### config.mk
export PLATFORM = sky130hd
export DESIGN_NAME = key_load_ctrl
export DESIGN_NICKNAME = d
export VERILOG_FILES = /design/src/rtl/key_load_ctrl.sv
export SDC_FILE = /design/constraint.sdc
export NUM_CORES = 1
export LEC_CHECK = 0
export CAP_MARGIN = 20
export CORE_MARGIN = 2
export CORE_UTILIZATION = 25
export DETAILED_ROUTE_END_ITERATION = 10
export DONT_BUFFER_PORTS = 1
export GPL_TIMING_DRIVEN = 0
export PLACE_DENSITY_LB_ADDON = 0.12
export SLEW_MARGIN = 20
export SYNTH_ARGS = -nofsm -noshare
export SYNTH_HDL_FRONTEND = slang
export SYNTH_SLANG_ARGS = --single-unit
### constraint.sdc
create_clock -name clk_i -period 5.26 [get_ports clk_i]
set_input_delay 0.526 -clock clk_i [delete_from_list [all_inputs] [get_ports clk_i]]
set_output_delay 0.526 -clock clk_i [all_outputs]
set_load 0.01 [all_outputs]
### src/rtl/key_load_ctrl.sv
// Serial key loader for the XOR-locked adder: shifts in key + checksum MSB-first,
// then commits the key only when the XOR of its bytes matches the trailer.
module key_load_ctrl #(
   parameter int KEY_W = 32,
   parameter int CHK_W = 8
) (
   input  logic             clk_i,
   input  logic             rst_ni,
   input  logic             key_start_i,
   input  logic             key_bit_i,
   input  logic             key_bit_valid_i,
   output logic             key_bit_ready_o,
   output logic [KEY_W-1:0] keyinput_o,
   output logic             key_valid_o,
   output logic             key_err_o,
   output logic             busy_o
);

   localparam int SH_W  = KEY_W + CHK_W;
   localparam int CNT_W = $clog2(SH_W + 1);
   localparam logic [CNT_W-1:0] LAST_BIT = CNT_W'(SH_W - 1);

   typedef enum logic [1:0] {
      IDLE,
      LOAD,
      CHECK
   } state_t;

   state_t           state;
   logic [CNT_W-1:0] cnt;
   logic [SH_W-1:0]  shadow;

   function automatic logic [CHK_W-1:0] key_xor(input logic [KEY_W-1:0] k);
      logic [CHK_W-1:0] r;
      r = '0;
      for (int i = 0; i < KEY_W / 8; i++) r = r ^ k[i*8 +: 8];
      return r;
   endfunction

   always_ff @(posedge clk_i or negedge rst_ni) begin
      if (!rst_ni) begin
         state           <= IDLE;
         cnt             <= '0;
         shadow          <= '0;
         keyinput_o      <= '0;
         key_valid_o     <= 1'b0;
         key_err_o       <= 1'b0;
         key_bit_ready_o <= 1'b0;
         busy_o          <= 1'b0;
      end else begin
         case (state)
            IDLE: begin
               if (key_start_i) begin
                  state           <= LOAD;
                  cnt             <= '0;
                  shadow          <= '0;
                  key_valid_o     <= 1'b0;
                  key_err_o       <= 1'b0;
                  key_bit_ready_o <= 1'b1;
                  busy_o          <= 1'b1;
               end
            end
            LOAD: begin
               // Stall cycles (valid low) leave everything untouched.
               if (key_bit_valid_i) begin
                  shadow <= {shadow[SH_W-2:0], key_bit_i};
                  cnt    <= cnt + 1'b1;
                  if (cnt == LAST_BIT) begin
                     state           <= CHECK;
                     key_bit_ready_o <= 1'b0;
                  end
               end
            end
            CHECK: begin
               // keyinput_o is the only copy the adder sees, so it moves only on a verified key.
               if (key_xor(shadow[SH_W-1:CHK_W]) == shadow[CHK_W-1:0]) begin
                  keyinput_o  <= shadow[SH_W-1:CHK_W];
                  key_valid_o <= 1'b1;
               end else begin
                  key_err_o <= 1'b1;
               end
               state  <= IDLE;
               busy_o <= 1'b0;
            end
            default: begin
               state           <= IDLE;
               key_bit_ready_o <= 1'b0;
               busy_o          <= 1'b0;
            end
         endcase
      end
   end

endmodule

Yosys cells after proc, flatten, opt, wreduce, memory -nomap -nowiden
Index checks and enable logic that the tools add are counted.
{"block": "totals", "reg_bits": 84, "input_bits": 5, "out_inout_bits": 36, "elab_cells": 53}
{"block": "op_classes", "addsub": 1, "eq_ne": 9, "muxes": 20, "bitwise_logic": 5, "reduce_logical": 10}
{"cell": "$mux 40", "count": 2}
{"cell": "$pmux 40 s2", "count": 1}
{"cell": "$xor 8x8->8", "count": 3}
{"cell": "$mux 6", "count": 2}
{"cell": "$pmux 6 s2", "count": 1}
{"cell": "$reduce_and 3->1", "count": 4}
{"cell": "$ne 2x2->1 const B", "count": 5}
{"cell": "$eq 8x8->1", "count": 1}
{"cell": "$add 6x1->6 const B", "count": 1}
{"cell": "$eq 6x6->1 const B", "count": 1}
{"cell": "$mux 1", "count": 6}
{"cell": "$mux 2", "count": 3}
{"cell": "$pmux 1 s2", "count": 3}
{"cell": "$pmux 2 s2", "count": 1}
{"cell": "$reduce_and 2->1", "count": 2}
{"cell": "$reduce_and 4->1", "count": 1}
{"cell": "$reduce_bool 2->1", "count": 2}
{"cell": "$pmux 1 s3", "count": 1}
{"cell": "$eq 2x1->1 const B", "count": 1}
{"cell": "$eq 2x2->1 const B", "count": 1}
{"cell": "$logic_not 2->1", "count": 1}
{"cell": "$not 1->1", "count": 2}

Logic depth before layout (Yosys ltp)
Gate-level depths: netlist (run 1).
{"block": "depth", "word_depth": 6, "depth_mapped": 6, "depth_no_buf": 5}

Least setup slack after synthesis (run 1)
No wires, ideal clock.
{"block": "synth_timing", "kind": "reg-to-reg", "start": "register shadow[25]", "end": "register keyinput_o[0]", "setup_ns": 0.125, "arrival_time_ns": 2.048, "required_ns": 5.135, "setup_slack_ns": 3.087, "stages_incl_launch_ff": 7, "path_buffers": 1, "synth_period_minus_slack_ns": 2.173, "path_cell_list": "dfrtp_1 -> xnor3_4 -> xnor2_1 -> nor4_2 -> nand4_4 -> buf_6 -> mux2_4"}
{"block": "synth_between", "elab_chain_len": 4}
{"item": "start, declared", "line": "31", "source": "logic [SH_W-1:0] shadow;"}
{"item": "start signal, assigned", "line": "66", "source": "shadow <= {shadow[SH_W-2:0], key_bit_i};"}
{"item": "$xor 8x8->8 (2 in a row)", "line": "36", "source": "for (int i = 0; i < KEY_W / 8; i++) r = r ^ k[i*8 +: 8];"}
{"item": "$eq 8x8->1", "line": "76", "source": "if (key_xor(shadow[SH_W-1:CHK_W]) == shadow[CHK_W-1:0]) begin"}
{"item": "$reduce_and 2->1 (no source line)"}
{"item": "end signal, assigned", "line": "77", "source": "keyinput_o <= shadow[SH_W-1:CHK_W];"}
{"item": "end, declared", "line": "13", "source": "output logic [KEY_W-1:0] keyinput_o,"}
No other way between the ends.
A chain may end at the register's enable or synchronous reset.

Worst setup path after layout (run 1)
{"block": "layout_timing", "start": "register shadow[25]", "end": "register keyinput_o[31]"}
Same word-level chain as after synthesis.

==> results.ini, run 1 <==
[status]
status = complete, no violations

[drt]
ant_nets = 0
first_pass_iters = 4
route.detailed.wl_per_inst_um = 17.9
drt_iter0_markers = 86
wl_um = 7700
drc = 0
via_per_inst = 4.42
vias = 1905

[synth]
ys.warnings.count = 0
ys_ff_latch = 84
synth_area_leaders = dfrtp_1 (58%), mux2_4 (12%), a22o_1 (9.5%), xnor3_1 (4.4%), xor2_1 (2.9%)
yosysUniqueCellTypes = 28
yosysSeqAreaShare = 0.584
synth_nets = 240
post-synth-top-area-cell = dfrtp_1
synth_top_area_frac = 0.584
synth_area_per_cell_um2 = 15.4
syn-cell-area_um2 = 3600
synth_cells = 234

[finish]
synthToLayoutAreaGrowth_pct = 14.9
num-fill-cells = 1410
final_net_count = 252
layout-drive-gt1-share = 0.223
layout_commonest_cell = dfrtp_1
antennaDiodeCount = 0
multi_input_comb_area_um2 = 1420
regArea_um2 = 2100
final_area_um2 = 4130
final_cell_mix = dfrtp_1 (84), a22o_1 (39), mux2_4 (29)

[pwr]
power_density_nw_per_um2 = 439
ir_drop_mv = 0.183
leakage_nw = 2.04
p_total_mw = 1.81

[sta]
fin_crit_sh = 0.478
setup_viol = 0
fmax_mhz = 398
max_slew_margin = 0.614
hold_viol = 0
worst_pin_slew_ps = 577
period_minus_slack_ps = 2520
rsz0062_at_grt = false
final.setup_skew_ps = 6.77
layout_setup_ws_ps = 2740
fin_tns_setup_ps = 0
whs_ps = 76.0
finalMaxSlewViolations = 0

[worst_setup_path]
cpLargestDelayFamily = simple AND/OR/NAND/NOR gates
crit_chain = xnor3_4, xnor2_1, nor4_2, nand4_4, buf_6, mux2_4
cp_max_fo = 10
crit_path_end_kind = flop
path_class = reg2reg
worst_setup_path_start_kind = flop
crit_arrival_ps = 2740
cp_data_required_time_ps = 5480
critical-path-slowest-cell = xnor3_4
crit_buf_inv = 1
worst_path_largest_cell_delay_ps = 520

[floorplanning]
die_h_um = 124
initial_core_util = 0.257
row_count = 43
io_pins = 41
die-area_um2 = 15400
die_width_um = 124
core_um2 = 14000

[clock_network]
cts_buffers = 9
clock_sinks = 84
cts_tree = done
clkSlewWorstSetupHoldPaths_ps = 60
clk_latency_ps = 340
clk_path_buf_depth = 2
cts_setup_buffers = 0
cts-htree-levels = 3
cts-root-buf = clkbuf_16

[placed_design]
gp_congestion = 0.723
io_buffers = 0
dpl_cell_area_um2 = 3820
dp_hpwl_um = 5130
dp_slack_ps = 2680

[grt]
overflow = 0
grt_pass1_wl_um = 12300
grt_pass1_vias = 2067
antenna_found_initial = 0
grt_util_all_layers = 0.112
grt_max_degree = 85

[flow_run]
max_cap_viol_count = 0

[hold_path]
hp-class = in2async

cells by family (layout without fill, tap and decap cells):
kind of cell | after synthesis | in the layout | share of synthesized area
and+or+nand+nor | 27 | 27 | 0.0463
buffers and inverters | 14 | 31 | 0.0212
AOI/OAI and AO/OA | 48 | 48 | 0.114
DFF | 84 | 84 | 0.584
adders and majority gates | 1 | 1 | 0.00348
xor gates and xnor gates | 28 | 28 | 0.0998
muxes | 32 | 32 | 0.130
Yosys cell counts (all sizes together):
cell type   n
o21a        1
a21o        1
nand2       5
xnor3       8
nor4        2
nand2b      4
and3        1
clkbuf      8
inv         2
ha          1
nand4       5
o21ai       1
buf         4
xnor2       8
a32o        2
nor2        8
nor2b       1
dfrtp      84
a22o       41
mux2       32
xor2       12
a21oi       2
nor4b       1
flip-flops by register name, summed over array words and instances, names as in the netlist:
signal           flops
state                2
key_valid_o          1
keyinput_o          32
key_err_o            1
cnt                  6
key_bit_ready_o      1
busy_o               1
shadow              40
repair_timing:
item | 4_1_cts | 5_1_grt
gates resized for setup | 0 | 0
hold endpoints to repair | 84 | 0
hold buffers | 1 | 0
path summary, 6_finish.rpt:
path	from	slack, ps	end	cells after the start
setup / recovery	shadow[25]$_DFFE_PN0P_	2740	keyinput_o[31]$_DFFE_PN0P_	6
hold / removal	rst_ni	80	keyinput_o[5]$_DFFE_PN0P_	1
setup reg to reg	shadow[25]$_DFFE_PN0P_	2740	keyinput_o[31]$_DFFE_PN0P_	6
hold reg to reg	cnt[0]$_DFFE_PN0P_	520	cnt[0]$_DFFE_PN0P_	1
max in group asynchronous	rst_ni	4820	keyinput_o[6]$_DFFE_PN0P_	1
min in group clk_i	key_start_i	300	state[0]$_DFFE_PN0P_	1
where the power goes:
group	internal, mW	total, mW	leakage [nW]	switching (mW)
combinational	0.197	0.357	0.766	0.160
clock	0.359	0.602	0.140	0.243
sequential	0.737	0.855	1.13	0.118
area by class of cell:
cell class | instances | share of cell area
Inverter | 2 | 0.00182
Sequential cell | 84 | 0.509
Clock buffer | 15 | 0.0672
Clock inverter | 1 | 0.00121
Tap cell | 180 | 0.0545
Timing Repair Buffer | 1 | 0.00666
Buffer | 12 | 0.0167
Multi-Input combinational cell | 136 | 0.343
metal layers:
metal	track usage	up-vias	share of wire
li1	-	883	-
met1	0.153	968	0.50
met2	0.156	45	0.43
met3	0.0462	9	0.062
met4	0.0485	0	0.014
met5	0	-	0
metrics by stage:
| stage | util | std cells |
|---|---|---|
| 2_1_floorplan | - | 234 |
| 4_1_cts | 0.295 | 431 |
| 6_report | 0.295 | 431 |
| 5_1_grt | 0.295 | 431 |
| 3_5_place_dp | 0.273 | 414 |
| 3_3_place_gp | 0.273 | 414 |
Power figures use the tool's default switching activity.
==> run 2, diff against run 1 <==
==> constraint.sdc (replaced) <==
create_clock -name clk_i -period 2.4 [get_ports clk_i]
set_input_delay 0.24 -clock clk_i [delete_from_list [all_inputs] [get_ports clk_i]]
set_output_delay 0.24 -clock clk_i [all_outputs]
set_load 0.01 [all_outputs]
==> results.ini, run 2 (same netlist as run 1, synthesis figures left out) <==
[pwr]
leakage_nw = 2.06
pwr-share-seq = 0.462
p_int_mw = 2.87
p_sw_mw = 1.18
power_density_nw_per_um2 = 968
p_total_mw = 4.05
p_comb_frac = 0.212
ir_drop_mv = 0.417
p_clk_frac = 0.325
swShare = 0.291

[clock_network]
cts_buffers = 9
clk_latency_ps = 340
cts-root-buf = clkbuf_16
clk_path_buf_depth = 2
clkSlewWorstSetupHoldPaths_ps = 60
clock_sinks = 84
cts_tree = done
cts-htree-levels = 3

[drt]
wl_um = 7710
via_per_inst = 4.39
vias = 1917
first_pass_iters = 4
drt_iter0_markers = 81
route.detailed.wl_per_inst_um = 17.6
ant_nets = 0
drc = 0

[sta]
finalMaxSlewViolations = 0
rsz0062_at_grt = true
period_minus_slack_ps = 2290
final.setup_skew_ps = 6.02
hold_viol = 0
fin_tns_setup_ps = 0
whs_ps = 17.7
fin_crit_sh = 0.955
fmax_mhz = 436
max_slew_margin = 0.615
worst_pin_slew_ps = 575
layout_setup_ws_ps = 108
setup_viol = 0

[floorplanning]
initial_core_util = 0.257
die-area_um2 = 15400
die_h_um = 124
die_width_um = 124
io_pins = 41
core_um2 = 14000
row_count = 43

[worst_setup_path]
worst_setup_path_start_kind = flop
worst_path_largest_cell_delay_ps = 450
cp_max_fo = 10
crit_arrival_ps = 2510
cpLargestDelayFamily = XOR/XNOR gates
critical-path-slowest-cell = xnor3_1
crit_chain = xnor3_1, xnor2_1, nor4_4, nand4_4, buf_6, mux2_4
path_class = reg2reg
crit_buf_inv = 1
cp_data_required_time_ps = 2620
crit_path_end_kind = flop

[placed_design]
dp_cells = 414
gp_congestion = 0.723
dpl_cell_area_um2 = 3820
dp_slack_ps = -176
io_buffers = 0
dp_hpwl_um = 5130

[hold_path]
hp-class = in2reg

[finish]
largest_reg_flops = 40
biggestRegsByFlops = shadow x40, keyinput_o x32, cnt x6
max_flop_register = shadow
antennaDiodeCount = 0
final_cell_mix = dfrtp_1 (84), a22o_1 (39), mux2_4 (29)
final_net_count = 258
layout-drive-gt1-share = 0.237
final_area_um2 = 4190
synthToLayoutAreaGrowth_pct = 16.5
fin_util = 0.299
layout_commonest_cell = dfrtp_1
stdcell_count = 437

[grt]
grt_util_all_layers = 0.112
grt_max_degree = 85
antenna_found_initial = 0
grt_pass1_vias = 2075
overflow = 0
grt_pass1_wl_um = 12400

[status]
status = complete, no violations

[flow_run]
max_cap_viol_count = 0

run 2: area by class of cell:
cell class | count | area, um2
Fill cell | 1413 | 9800
Sequential cell | 84 | 2100
Multi-Input combinational cell | 136 | 1430
Clock buffer | 15 | 278
Tap cell | 180 | 225
Timing Repair Buffer | 7 | 75.1
Buffer | 12 | 68.8
Inverter | 2 | 7.51
Clock inverter | 1 | 5.00
run 2: worst paths after layout:
kind | startpoint | endpoint | slack [ps] | cells past startpoint
min in group asynchronous | rst_ni | keyinput_o[5]$_DFFE_PN0P_ | 450 | 2
max in group asynchronous | rst_ni | keyinput_o[6]$_DFFE_PN0P_ | 1580 | 2
setup / recovery | shadow[34]$_DFFE_PN0P_ | keyinput_o[31]$_DFFE_PN0P_ | 110 | 6
hold reg to reg | cnt[0]$_DFFE_PN0P_ | cnt[0]$_DFFE_PN0P_ | 520 | 1
hold / removal | key_start_i | state[0]$_DFFE_PN0P_ | 20 | 1
setup reg to reg | shadow[34]$_DFFE_PN0P_ | keyinput_o[31]$_DFFE_PN0P_ | 110 | 6
run 2: power by group through the flow:
| stage | combinational (mW) | sequential [mW] | clock, mW |
|---|---|---|---|
| CTS | 0.873 | 1.88 | 1.37 |
| detailed placement | 0.766 | 1.90 | 0 |
| floorplan | 0.655 | 1.82 | 0 |
| global placement | 0.761 | 1.91 | 0 |
| global route | 0.948 | 1.91 | 1.43 |
| finish | 0.860 | 1.87 | 1.32 |
run 2: worst reg2reg max path: cells and delay by family, from the launching register on:
family / cells / cell delay (ps)
DFF: 1 / 430
xor gates and xnor gates: 2 / 620
muxes: 1 / 310
and+or+nand+nor: 2 / 600
buffers and inverters: 1 / 230
run 2: timing repair:
item                                   CTS  global route
setup endpoints to repair               29            29
pin swaps                                2             0
endpoints found under the hold margin   84             0
buffers inserted                         1             4
hold buffers                             2             0
gates resized for setup                  1             0
run 2: metal layers:
layer	vias up	global-route usage	wire length (um)
li1	897	-	-
met1	968	0.154	3860
met2	40	0.156	3280
met3	12	0.0449	423
met4	0	0.0485	146
met5	-	0	0
